$ cat src/rtl/cp0_regfile_if.sv
// Port bundle between the exception unit / pipeline (master) and the CP0 register file (slave).
interface cp0_regfile_if;
    logic [4:0]  rd_addr;
    logic [31:0] rd_data;
    logic        wr_en;
    logic [4:0]  wr_addr;
    logic [31:0] wr_data;
    logic        exc_occur;
    logic [4:0]  exc_code;
    logic [31:0] exc_epc;
    logic        exc_bd;
    logic        exc_badvaddr_we;
    logic [31:0] exc_badvaddr;
    logic        eret;
    logic [5:0]  hw_int;
    logic [31:0] status;
    logic [31:0] cause;
    logic [31:0] epc;
    logic [31:0] exc_pc;
    logic        int_req;

    modport master (
        output rd_addr, wr_en, wr_addr, wr_data, exc_occur, exc_code, exc_epc, exc_bd,
               exc_badvaddr_we, exc_badvaddr, eret, hw_int,
        input  rd_data, status, cause, epc, exc_pc, int_req
    );

    modport slave (
        input  rd_addr, wr_en, wr_addr, wr_data, exc_occur, exc_code, exc_epc, exc_bd,
               exc_badvaddr_we, exc_badvaddr, eret, hw_int,
        output rd_data, status, cause, epc, exc_pc, int_req
    );
endinterface

$ cat src/rtl/cp0_regfile.sv
// MIPS32 CP0 register file: BadVAddr, Count, Compare, Status, Cause, EPC.
// Define CP0_TIMER_EN to build the Count/Compare timer; otherwise both read 0 and TI stays 0.
module cp0_regfile #(
    parameter logic [31:0] STATUS_RST = 32'h0040_0000,
    parameter logic [31:0] EXC_VECTOR = 32'hBFC0_0380
) (
    input  logic         clk,
    input  logic         rst,
    cp0_regfile_if.slave bus
);
    logic [31:0] status_reg;
    logic [31:0] epc_reg;
    logic [31:0] badvaddr_reg;
    logic        cause_bd;
    logic [7:0]  cause_ip;
    logic [4:0]  cause_exc;
    logic        ti;
    logic [31:0] count;
    logic [31:0] compare;
    logic        eret_go;
    logic        mtc0_go;

    // Exception wins over ERET, which wins over MTC0; losers are dropped.
    assign eret_go = bus.eret & ~bus.exc_occur;
    assign mtc0_go = bus.wr_en & ~bus.exc_occur & ~bus.eret;

    always_ff @(posedge clk or posedge rst) begin
        if (rst) begin
            status_reg   <= STATUS_RST;
            epc_reg      <= '0;
            badvaddr_reg <= '0;
            cause_bd     <= 1'b0;
            cause_ip     <= '0;
            cause_exc    <= '0;
        end else begin
            cause_ip[7:2] <= {bus.hw_int[5] | ti, bus.hw_int[4:0]};
            if (bus.exc_occur) begin
                cause_exc <= bus.exc_code;
                if (!status_reg[1]) begin
                    epc_reg  <= bus.exc_bd ? bus.exc_epc - 32'd4 : bus.exc_epc;
                    cause_bd <= bus.exc_bd;
                end
                status_reg[1] <= 1'b1;
                if (bus.exc_badvaddr_we)
                    badvaddr_reg <= bus.exc_badvaddr;
            end else if (eret_go) begin
                status_reg[1] <= 1'b0;
            end else if (mtc0_go) begin
                case (bus.wr_addr)
                    5'd12: begin
                        status_reg[15:8] <= bus.wr_data[15:8];
                        status_reg[1:0]  <= bus.wr_data[1:0];
                    end
                    5'd13:   cause_ip[1:0] <= bus.wr_data[9:8];
                    5'd14:   epc_reg <= bus.wr_data;
                    default: ;
                endcase
            end
        end
    end

`ifdef CP0_TIMER_EN
    logic        tick;
    logic [31:0] count_inc;
    logic        count_wr;
    logic        compare_wr;

    assign count_inc  = count + 32'd1;
    assign count_wr   = mtc0_go && (bus.wr_addr == 5'd9);
    assign compare_wr = mtc0_go && (bus.wr_addr == 5'd11);

    // Count advances on every second clock; a Count write restarts the divider.
    always_ff @(posedge clk or posedge rst) begin
        if (rst) begin
            tick    <= 1'b0;
            count   <= '0;
            compare <= '0;
            ti      <= 1'b0;
        end else begin
            if (count_wr) begin
                count <= bus.wr_data;
                tick  <= 1'b0;
            end else begin
                tick <= ~tick;
                if (tick)
                    count <= count_inc;
            end
            if (compare_wr) begin
                compare <= bus.wr_data;
                ti      <= 1'b0;
            end else if (!count_wr && tick && (count_inc == compare)) begin
                ti <= 1'b1;
            end
        end
    end
`else
    assign count   = '0;
    assign compare = '0;
    assign ti      = 1'b0;
`endif

    always_comb begin
        case (bus.rd_addr)
            5'd8:    bus.rd_data = badvaddr_reg;
            5'd9:    bus.rd_data = count;
            5'd11:   bus.rd_data = compare;
            5'd12:   bus.rd_data = status_reg;
            5'd13:   bus.rd_data = bus.cause;
            5'd14:   bus.rd_data = epc_reg;
            default: bus.rd_data = '0;
        endcase
    end

    assign bus.status  = status_reg;
    assign bus.cause   = {cause_bd, ti, 14'd0, cause_ip, 1'b0, cause_exc, 2'b00};
    assign bus.epc     = epc_reg;
    assign bus.exc_pc  = rst ? 32'd0 : (bus.exc_occur ? EXC_VECTOR : epc_reg);
    assign bus.int_req = status_reg[0] & ~status_reg[1] & |(cause_ip & status_reg[15:8]);
endmodule

$ cat src/flat_wrapper.sv
// flat-port wrapper written by rule: the top's interface ports become plain ports
module cp0_regfile_flat 
#(
    parameter logic [31:0] STATUS_RST = 32'h0040_0000,
    parameter logic [31:0] EXC_VECTOR = 32'hBFC0_0380
)
  (clk, rst, bus_rd_addr, bus_wr_en, bus_wr_addr, bus_wr_data, bus_exc_occur, bus_exc_code, bus_exc_epc, bus_exc_bd, bus_exc_badvaddr_we, bus_exc_badvaddr, bus_eret, bus_hw_int, bus_rd_data, bus_status, bus_cause, bus_epc, bus_exc_pc, bus_int_req);
  cp0_regfile_if bus_i ();
  input  logic clk;
  input  logic rst;
  input wire logic [$bits(bus_i.rd_addr)-1:0] bus_rd_addr;
  input wire logic [$bits(bus_i.wr_en)-1:0] bus_wr_en;
  input wire logic [$bits(bus_i.wr_addr)-1:0] bus_wr_addr;
  input wire logic [$bits(bus_i.wr_data)-1:0] bus_wr_data;
  input wire logic [$bits(bus_i.exc_occur)-1:0] bus_exc_occur;
  input wire logic [$bits(bus_i.exc_code)-1:0] bus_exc_code;
  input wire logic [$bits(bus_i.exc_epc)-1:0] bus_exc_epc;
  input wire logic [$bits(bus_i.exc_bd)-1:0] bus_exc_bd;
  input wire logic [$bits(bus_i.exc_badvaddr_we)-1:0] bus_exc_badvaddr_we;
  input wire logic [$bits(bus_i.exc_badvaddr)-1:0] bus_exc_badvaddr;
  input wire logic [$bits(bus_i.eret)-1:0] bus_eret;
  input wire logic [$bits(bus_i.hw_int)-1:0] bus_hw_int;
  output wire logic [$bits(bus_i.rd_data)-1:0] bus_rd_data;
  output wire logic [$bits(bus_i.status)-1:0] bus_status;
  output wire logic [$bits(bus_i.cause)-1:0] bus_cause;
  output wire logic [$bits(bus_i.epc)-1:0] bus_epc;
  output wire logic [$bits(bus_i.exc_pc)-1:0] bus_exc_pc;
  output wire logic [$bits(bus_i.int_req)-1:0] bus_int_req;
  assign bus_i.rd_addr = bus_rd_addr;
  assign bus_i.wr_en = bus_wr_en;
  assign bus_i.wr_addr = bus_wr_addr;
  assign bus_i.wr_data = bus_wr_data;
  assign bus_i.exc_occur = bus_exc_occur;
  assign bus_i.exc_code = bus_exc_code;
  assign bus_i.exc_epc = bus_exc_epc;
  assign bus_i.exc_bd = bus_exc_bd;
  assign bus_i.exc_badvaddr_we = bus_exc_badvaddr_we;
  assign bus_i.exc_badvaddr = bus_exc_badvaddr;
  assign bus_i.eret = bus_eret;
  assign bus_i.hw_int = bus_hw_int;
  assign bus_rd_data = bus_i.rd_data;
  assign bus_status = bus_i.status;
  assign bus_cause = bus_i.cause;
  assign bus_epc = bus_i.epc;
  assign bus_exc_pc = bus_i.exc_pc;
  assign bus_int_req = bus_i.int_req;
  cp0_regfile #(.STATUS_RST(STATUS_RST), .EXC_VECTOR(EXC_VECTOR)) u_core (.clk(clk), .rst(rst), .bus(bus_i));
endmodule
$ cat config.mk
export PLATFORM = sky130hd
export DESIGN_NAME = cp0_regfile_flat
export DESIGN_NICKNAME = d
export VERILOG_FILES = /design/src/rtl/cp0_regfile_if.sv /design/src/rtl/cp0_regfile.sv /design/src/flat_wrapper.sv
export SDC_FILE = /design/constraint.sdc
export NUM_CORES = 1
export LEC_CHECK = 0
export BUFFER_PORTS_ARGS = -buffer_cell sky130_fd_sc_hd__buf_2
export CAP_MARGIN = 10
export CELL_PAD_IN_SITES_DETAIL_PLACEMENT = 0
export CELL_PAD_IN_SITES_GLOBAL_PLACEMENT = 1
export CORE_ASPECT_RATIO = 0.8
export CORE_MARGIN = 4
export CORE_UTILIZATION = 35
export DETAILED_ROUTE_END_ITERATION = 7
export PLACE_DENSITY = 0.87
export SETUP_SLACK_MARGIN = 0.02
export SLEW_MARGIN = 15
export SYNTH_ARGS = -nofsm -noshare
export SYNTH_HDL_FRONTEND = slang
export SYNTH_SLANG_ARGS = --single-unit
$ cat constraint.sdc
create_clock -name clk -period 6.7 [get_ports clk]
set_clock_uncertainty 0.1 [all_clocks]
set_input_delay 0 -clock clk [delete_from_list [all_inputs] [get_ports clk]]
set_output_delay 0 -clock clk [all_outputs]
set_load 0.01 [all_outputs]
==> results.json, run 1 <==
{
  "ys_seq_elements": 88,
  "fin_crit_sh_pct": 52.0,
  "die_h_um": 117,
  "ir_drop_mv": 0.161,
  "dp_slack_ns": 4.11,
  "outcome": "finished, final reports clean",
  "synthTopCellsByCount": "dfrtp_1, mux2_2, nor2_1, buf_4, nand2_1",
  "tns_ns": 0,
  "syn_area_sq_mm": 0.00520,
  "synthCells": 534,
  "crit_chain": "dlygate4sd3_1, buf_2, nor4bb_1, nand3b_1, nor4_1, xnor2_1, dlygate4sd3_1, o21ai_0, dlygate4sd3_1",
  "hpwl_um": 13300,
  "hp-class": "in2reg",
  "crit_type": "in2reg",
  "rsz0062_at_grt": "false",
  "cts.sinks": 88,
  "grt_usage_pct": 22.0,
  "fmax_ghz": 0.287,
  "seq_power_share_pct": 42.8,
  "drt-wirelength-per-cell_um": 18.2,
  "slew_violations": 0,
  "grt_pass1_vias": 5253,
  "timing.final.ws_setup_ns": 3.22,
  "async_flop_share_pct": 100,
  "cts_made_buffers": 9,
  "critPathMaxStageDelay_ns": 0.61,
  "yosys.cell_count.top_type": "dfrtp_1",
  "routed_wl_um": 19200,
  "critPathArrivalTime_ns": 3.61,
  "synth_top_area_cell": "dfrtp_1",
  "ant_nets": 0,
  "grt_max_degree": 63,
  "synthToLayoutAreaGrowth_pct": 50.4,
  "ios": 285,
  "num_antenna_cells": 0,
  "cp_top_family": "buffers and inverters",
  "viasPerCell": 4.97,
  "initial_utilization_pct": 36.1,
  "relSlewSlack_pct": 25.0,
  "first_iter_violations": 312,
  "ys_types": 48,
  "leakagePower_nw": 3.84,
  "rows": 39,
  "synthFlopType": "dfrtp_1",
  "vias": 5252,
  "p_per_area_mw_per_mm2": 205,
  "clk_latency_ns": 0.34,
  "startpoint_type": "input port",
  "clock_path_buffers": 2,
  "drive_gt1_share_pct": 37.5,
  "clockPowerShare_pct": 32.2,
  "core_sq_mm": 0.0144,
  "htree_levels": 3,
  "avgSynthCellArea_sq_um": 9.74,
  "path_clk_slew_ns": 0.07,
  "cts_tree": "yes",
  "final.min_clock_period_ns": 3.48,
  "final_nets": 992,
  "p_sw_w": 0.000484,
  "dr.pass1.iters": 5,
  "place_congestion": 0.832,
  "end_kind": "flop",
  "finalSetupViolCount": 0,
  "cts_root_buffer": "clkbuf_16",
  "die_area_sq_mm": 0.0169,
  "synth_edf_count": 0,
  "synth_top_area_share_pct": 42.4,
  "critical_path.most_common_cell": "dlygate4sd3_1",
  "p_int_w": 0.00112,
  "critical_path_buf_inv_count": 4,
  "die-width_um": 144,
  "required_ns": 6.82,
  "cp_max_fo": 11,
  "antenna_found_initial": 1,
  "drc": 0,
  "yosysSeqAreaShare_pct": 42.4,
  "worst_slew_pin_slew_ns": 1.12,
  "pwr-share-comb_pct": 25.0,
  "slowest_stage": "nor4bb_1",
  "hold_viol": 0,
  "power_switching_share_pct": 30.3,
  "io_buffers": 244,
  "ys.warnings.count": 22,
  "grt_pass1_wl_um": 28600,
  "maxCapViolations": 0,
  "yosys-top-cells-area": "dfrtp_1, mux2_2, buf_4",
  "overflow": 0
}
[cell families (layout without fill, tap and decap cells)]
kind of cell	count (synthesis)	in the layout	share of synthesized area (%)
flops	88	88	42.4
buf+inv	83	382	9.00
mux	63	63	13.3
simple gates	165	165	16.7
xor+xnor	26	26	4.38
other cells	1	40	0.0721
compound gates	107	107	13.9
fa+ha+maj	1	1	0.241
[stage by stage]
step | cells | total power, W | util [%] | hold slack [ns] | instance area, sq um
after detailed placement | 934 | 0.00103 | 44.8 | 0.00933 | 6450
after global placement | 934 | 0.00102 | 44.8 | 0.00730 | 6450
after floorplan | 573 | 0.000870 | - | -0.0686 | 5350
after CTS | 1056 | 0.00162 | 54.3 | 0.000241 | 7810
after global routing | 1056 | 0.00169 | 54.3 | 0.0135 | 7820
final | 1056 | 0.00160 | 54.3 | 0.00991 | 7820
[routing by layer]
metal / vias to the layer above / part of all wire [%] / track usage (%)
met4: 2 / 1.3 / 5.72
met2: 233 / 49 / 37.4
met5: - / 0.068 / 0
li1: 2495 / - / -
met1: 2497 / 43 / 28.6
met3: 25 / 6.8 / 5.20
[final timing paths]
| kind | startpoint | end | slack (ns) | cells past startpoint |
|---|---|---|---|---|
| max | bus_exc_bd | u_core.bus.epc[16] | 3.22 | 9 |
| min in group asynchronous | rst | u_core.bus.status[0] | 0.32 | 3 |
| min | bus_wr_addr[1] | u_core.cause_ip[0] | 0.01 | 4 |
| max reg2reg | u_core.bus.status[1] | u_core.bus.epc[24] | 3.76 | 7 |
| min reg2reg | u_core.badvaddr_reg[0] | u_core.badvaddr_reg[0] | 0.41 | 1 |
| max in group asynchronous | rst | u_core.bus.epc[7] | 5.07 | 4 |
[layout by cell type, fill, tap and decap left out, drive strengths merged, types with 2 or more instances in the layout]
master,netlist,layout
nand3b,3,3
o22ai,3,3
xor2,10,10
clkbuf,25,12
a22o,18,18
nor4b,2,2
or3,3,3
a222oi,6,6
nor2b,2,2
a22oi,18,18
conb,1,40
nor4,10,10
a31oi,3,3
a311oi,3,3
a21oi,15,15
mux2,50,50
nor2,43,43
dfrtp,88,88
a2bb2oi,2,2
o21ai,32,32
or4b,4,4
nand2,39,39
and2,21,21
xnor2,16,16
nand3,4,4
inv,10,10
a21o,2,2
dlygate4sd3,0,106
buf,48,250
mux2i,13,13
or4,4,4
o31ai,2,2
clkinvlp,0,2
nor3,8,8
or2,2,2
nor3b,14,14
[tightest hold or removal path, delay by kind of cell]
kind                   cells  cell delay [ns]
and+or+nand+nor            2             0.15
muxes                      1             0.16
buffers and inverters      1             0.10
[final cells by class]
class / instances / area, sq um
clock buffers: 12 / 246
clock inverters: 4 / 53.8
fillers: 1340 / 6580
inverters: 10 / 40.0
multi-input cells: 402 / 2720
flip-flops and latches: 88 / 2200
well taps: 184 / 230
repair buffers: 356 / 2330
[power groups by stage]
stage	sequential [W]	combinational, W	clock (W)
final	0.000685	0.000399	0.000515
after global routing	0.000695	0.000440	0.000553
after CTS	0.000683	0.000399	0.000533
after detailed placement	0.000694	0.000333	0
after global placement	0.000691	0.000329	0
after floorplan	0.000690	0.000181	0
[repair_timing]
action	CTS	global route
hold buffers	106	0
hold endpoints to repair	119	0
resized for setup	0	0
buffers inserted	0	0
No activity file was read; power rests on OpenSTA's default activity.
==> inputs of run 2 (changes only) <==
--- a/config.mk
+++ b/config.mk
@@ -11,9 +11,9 @@
 export CELL_PAD_IN_SITES_GLOBAL_PLACEMENT = 1
 export CORE_ASPECT_RATIO = 0.8
 export CORE_MARGIN = 4
-export CORE_UTILIZATION = 35
+export CORE_UTILIZATION = 29
 export DETAILED_ROUTE_END_ITERATION = 7
-export PLACE_DENSITY = 0.87
+export PLACE_DENSITY = 0.77
 export SETUP_SLACK_MARGIN = 0.02
 export SLEW_MARGIN = 15
 export SYNTH_ARGS = -nofsm -noshare
==> constraint.sdc (replaced) <==
create_clock -name clk -period 2.87 [get_ports clk]
set_clock_uncertainty 0.1 [all_clocks]
set_input_delay 0 -clock clk [delete_from_list [all_inputs] [get_ports clk]]
set_output_delay 0 -clock clk [all_outputs]
set_load 0.01 [all_outputs]
==> results.json, run 2 (synthesis gave the netlist of run 1 again) <==
{
  "stdcell_area_sq_mm": 0.00798,
  "postCtsResizedCells": 0,
  "place_congestion": 0.823,
  "cts_root_buffer": "clkbuf_16",
  "crit_type": "in2reg",
  "relSlewSlack_pct": 41.7,
  "hold_slack_ns": 0.0147,
  "fillers": 1689,
  "hold_viol": 0,
  "rsz0062_at_grt": "false",
  "cts_made_buffers": 9,
  "required_ns": 3.05,
  "die_area_sq_mm": 0.0201,
  "leakagePower_nw": 3.91,
  "worst_slew_pin_slew_ns": 0.874,
  "cts_setup_buffers": 0,
  "place_inst": 987,
  "finalSetupViolCount": 0,
  "htree_levels": 3,
  "routed_wl_um": 20200,
  "core_sq_mm": 0.0175,
  "clk_latency_ns": 0.34,
  "rows": 43,
  "maxCapViolations": 0,
  "end_kind": "flop",
  "antenna_found_initial": 1,
  "ir_drop_mv": 0.251,
  "initial_utilization_pct": 29.7,
  "final.min_clock_period_ns": 2.77,
  "startpoint_type": "input port",
  "fmax_ghz": 0.361,
  "vias": 5300,
  "cts.sinks": 88,
  "fin_crit_sh_pct": 96.4,
  "die-width_um": 158,
  "final_common_cell": "buf_2",
  "ios": 285,
  "first_iter_violations": 301,
  "io_buffers": 244,
  "cp_max_fo": 5,
  "hold_buffers": 107,
  "slew_violations": 0,
  "dr.pass1.iters": 5,
  "drc": 0,
  "path_clk_slew_ns": 0.06,
  "hp-class": "in2reg",
  "hpwl_um": 14700,
  "die_h_um": 128,
  "final_nets": 1005,
  "grt_max_degree": 47,
  "cts_tree": "yes",
  "tns_ns": 0,
  "dpl_cell_area_sq_mm": 0.00661,
  "drive_gt1_share_pct": 38.2,
  "clock_path_buffers": 2,
  "final_cell_mix": "buf_2, dlygate4sd3_1, dfrtp_1",
  "p_per_area_mw_per_mm2": 466,
  "critPathArrivalTime_ns": 2.95,
  "finalNonFillerCells": 1112,
  "ant_nets": 0,
  "grt_pass1_wl_um": 30200,
  "overflow": 0,
  "grt_pass1_vias": 5325,
  "outcome": "finished, final reports clean",
  "drt-wirelength-per-cell_um": 18.2,
  "total_power_w": 0.00372,
  "viasPerCell": 4.77,
  "synthToLayoutAreaGrowth_pct": 53.4,
  "grt_usage_pct": 19.5
}
## run 2: cell count changes in the layout (fill, tap and decap cells not counted)
cell / change
nor2_4: +1
nor2_2: -1
clkinv_4: -1
inv_6: +1
diode_2: +2
dlygate4sd3_1: +1
buf_4: +11
nor3_2: -1
clkinv_2: +2
clkinvlp_4: -1
nor3_1: +1
buf_12: +1
clkbuf_8: -1
## run 2: worst max-delay path: stages
cell	delay, ns
buf_2	0.11
or4b_1	0.69
or4b_1	0.71
or4_1	0.51
a311oi_1	0.24
dlygate4sd3_1	0.59
a21o_1	0.08
## run 2: power by group
group,switching [W],total [W],internal [W]
combinational,0.000456,0.000947,0.000491
clock,0.000494,0.00117,0.000676
sequential,0.000183,0.00160,0.00142
total,0.00113,0.00372,0.00259
## run 2: final cells by class
cell class                      count  area (sq um)  area share (%)
Tap cell                          225           282            3.53
Antenna cell                        2          5.00          0.0628
Inverter                           10          40.0           0.502
Sequential cell                    88          2200            27.6
Clock buffer                       11           233            2.92
Multi-Input combinational cell    402          2720            34.1
Timing Repair Buffer              369          2440            30.6
Clock inverter                      5          56.3           0.706
## run 2: layer usage
layer | GRT usage (%) | part of all wire (%) | vias to the layer above
li1 | - | - | 2525
met3 | 3.95 | 5.9 | 13
met2 | 31.9 | 48 | 200
met1 | 26.7 | 45 | 2562
met5 | 0 | 0 | -
met4 | 4.45 | 0.95 | 0
## run 2: worst paths after layout
kind / depth (start not counted) / slack [ns] / end / start
worst max-delay path: 7 / 0.10 / u_core.bus.epc[21] / bus_exc_epc[3]
worst min-delay path: 4 / 0.01 / u_core.bus.epc[5] / bus_exc_occur
worst max register to register: 7 / 0.41 / u_core.bus.epc[24] / u_core.bus.status[1]
worst min register to register: 1 / 0.40 / u_core.badvaddr_reg[19] / u_core.badvaddr_reg[19]
max in group asynchronous: 5 / 1.57 / u_core.cause_bd / rst
min in group asynchronous: 4 / 0.44 / u_core.bus.epc[15] / rst
## run 2: metrics by stage
stage | worst slack (ns) | util [%]
finish | 0.103 | 45.6
global route | 0.0283 | 45.6
CTS | 0.120 | 45.6
detailed placement | 0.272 | 37.8
global placement | 0.292 | 37.8
floorplan | 0.283 | -
==> inputs of run 3 (changes only) <==
--- a/config.mk
+++ b/config.mk
@@ -7,13 +7,13 @@
 export LEC_CHECK = 0
 export BUFFER_PORTS_ARGS = -buffer_cell sky130_fd_sc_hd__buf_2
 export CAP_MARGIN = 10
-export CELL_PAD_IN_SITES_DETAIL_PLACEMENT = 0
-export CELL_PAD_IN_SITES_GLOBAL_PLACEMENT = 1
+export CELL_PAD_IN_SITES_DETAIL_PLACEMENT = 1
+export CELL_PAD_IN_SITES_GLOBAL_PLACEMENT = 2
 export CORE_ASPECT_RATIO = 0.8
 export CORE_MARGIN = 4
-export CORE_UTILIZATION = 29
+export CORE_UTILIZATION = 23
 export DETAILED_ROUTE_END_ITERATION = 7
-export PLACE_DENSITY = 0.77
+export PLACE_DENSITY = 0.78
 export SETUP_SLACK_MARGIN = 0.02
 export SLEW_MARGIN = 15
 export SYNTH_ARGS = -nofsm -noshare
==> constraint.sdc (replaced) <==
create_clock -name clk -period 2.4 [get_ports clk]
set_clock_uncertainty 0.1 [all_clocks]
set_input_delay 0 -clock clk [delete_from_list [all_inputs] [get_ports clk]]
set_output_delay 0 -clock clk [all_outputs]
set_load 0.01 [all_outputs]
==> results.json, run 3 (synthesis gave the netlist of run 1 again) <==
{
  "final_core_util_pct": 37.2,
  "crit_type": "reg2reg",
  "cts_root_buffer": "clkbuf_16",
  "die-width_um": 176,
  "r2r_end": "u_core.bus.epc[30]",
  "final_cell_mix": "buf_2, dlygate4sd3_1, dfrtp_1",
  "fillers": 2606,
  "clk_latency_ns": 0.34,
  "cp_max_fo": 19,
  "tns_ns": 0,
  "rsz0062_at_grt": "true",
  "ios": 285,
  "hp-class": "in2reg",
  "end_kind": "flop",
  "hpwl_um": 17300,
  "dr.pass1.iters": 5,
  "initial_utilization_pct": 23.7,
  "slew_violations": 0,
  "die_h_um": 142,
  "cts.sinks": 88,
  "hold_slack_ns": 0.0131,
  "synthToLayoutAreaGrowth_pct": 56.7,
  "dp_slack_ns": 0.0283,
  "drive_gt1_share_pct": 39.8,
  "cts_tree": "yes",
  "cts_made_buffers": 9,
  "final.min_clock_period_ns": 2.25,
  "path_clk_slew_ns": 0.07,
  "min_from": "bus_exc_epc[10]",
  "drc": 0,
  "overflow": 0,
  "num_antenna_cells": 0,
  "die_area_sq_mm": 0.0251,
  "final_nets": 1010,
  "io_buffers": 244,
  "required_ns": 2.53,
  "clock_path_buffers": 2,
  "grt_pass1_wl_um": 35400,
  "worstReg2RegStart": "u_core.bus.status[1]",
  "leakagePower_nw": 3.94,
  "htree_levels": 3,
  "antenna_found_initial": 5,
  "p_per_area_mw_per_mm2": 551,
  "grt_pass1_vias": 5954,
  "vias": 5449,
  "grt_max_degree": 48,
  "hold_viol": 0,
  "first_iter_violations": 218,
  "maxCapViolations": 0,
  "place_congestion": 0.792,
  "min_to": "u_core.bus.epc[10]",
  "drt-wirelength-per-cell_um": 19.5,
  "grt_usage_pct": 18.1,
  "ir_drop_mv": 0.301,
  "fin_crit_sh_pct": 93.7,
  "fmax_ghz": 0.445,
  "finalSetupViolCount": 0,
  "startpoint_type": "flop",
  "outcome": "finished, final reports clean",
  "worst_slew_pin_slew_ns": 0.654,
  "timing.final.ws_setup_ns": 0.151,
  "routed_wl_um": 23300,
  "stdcell_area_sq_mm": 0.00815,
  "viasPerCell": 4.58,
  "r2r_setup_slack_ns": 0.15,
  "r2r_cells": 8,
  "ant_nets": 0,
  "hold_path_depth": 4,
  "critPathArrivalTime_ns": 2.38,
  "core_sq_mm": 0.0219,
  "relSlewSlack_pct": 56.4,
  "final_common_cell": "buf_2",
  "dpl_cell_area_sq_mm": 0.00674,
  "rows": 48
}
run 3: changes by cell type in the layout (fill, tap and decap cells not counted), sizes merged:
cell / delta
inv: -1
diode: -2
dlygate4sd3: -2
clkinv: +1
bufinv: -1
buf: +7
clkinvlp: +1
run 3: final cells by class:
type                    instances  area (sq um)  share of cell area, %
repair buffers                374          2470                   30.3
clock buffers                  11           253                   3.10
flip-flops and latches         88          2200                   27.0
clock inverters                 5          38.8                  0.476
multi-input cells             402          2760                   33.9
well taps                     300           375                   4.61
inverters                      10          41.3                  0.507
run 3: worst max-delay path by stage:
stage	depth (start not counted)	slack, ns	from	endpoint
floorplan	7	0.14	bus_exc_epc[3]	u_core.bus.epc[21]
global placement	7	0.07	bus_exc_epc[3]	u_core.bus.epc[15]
detailed placement	7	0.03	bus_exc_epc[3]	u_core.bus.epc[15]
CTS	7	0.03	bus_exc_epc[23]	u_core.bus.epc[31]
global route	8	0.008	bus_exc_epc[23]	u_core.bus.epc[30]
finish	8	0.15	u_core.bus.status[1]	u_core.bus.epc[30]
run 3: report_power, final:
| part | leakage, nW | internal, W | switching, W | total [W] |
|---|---|---|---|---|
| clock | 0.142 | 0.000766 | 0.000657 | 0.00142 |
| combinational | 2.74 | 0.000562 | 0.000563 | 0.00113 |
| sequential | 1.06 | 0.00170 | 0.000244 | 0.00194 |
| total | 3.94 | 0.00302 | 0.00146 | 0.00449 |
run 3: metrics by stage:
step,power (W),cells
after floorplan,0.00243,573
after global placement,0.00292,1067
after detailed placement,0.00295,1067
after CTS,0.00455,1188
after global routing,0.00475,1190
final,0.00449,1190
run 3: what timing repair did:
item                       in CTS  in global routing
gates resized for setup         0                  9
buffers inserted                0                  2
hold buffers                  105                  0
setup endpoints to repair       0                  5
hold endpoints to repair      128                  0
run 3: routing by layer:
layer | track usage (%) | part of all wire [%] | up-vias
met4 | 4.10 | 1.3 | 10
li1 | - | - | 2537
met1 | 23.1 | 43 | 2702
met2 | 30.6 | 49 | 167
met3 | 5.13 | 6.4 | 33
met5 | 0 | 0.29 | -
run 3: critical path, stage by stage, from the launching register on:
cell,delay (ns)
dfrtp_2,0.48
nor2b_1,0.07
buf_4,0.17
a31oi_4,0.15
buf_4,0.26
nor3b_1,0.08
a21oi_1,0.12
o21ai_0,0.10
dlygate4sd3_1,0.59
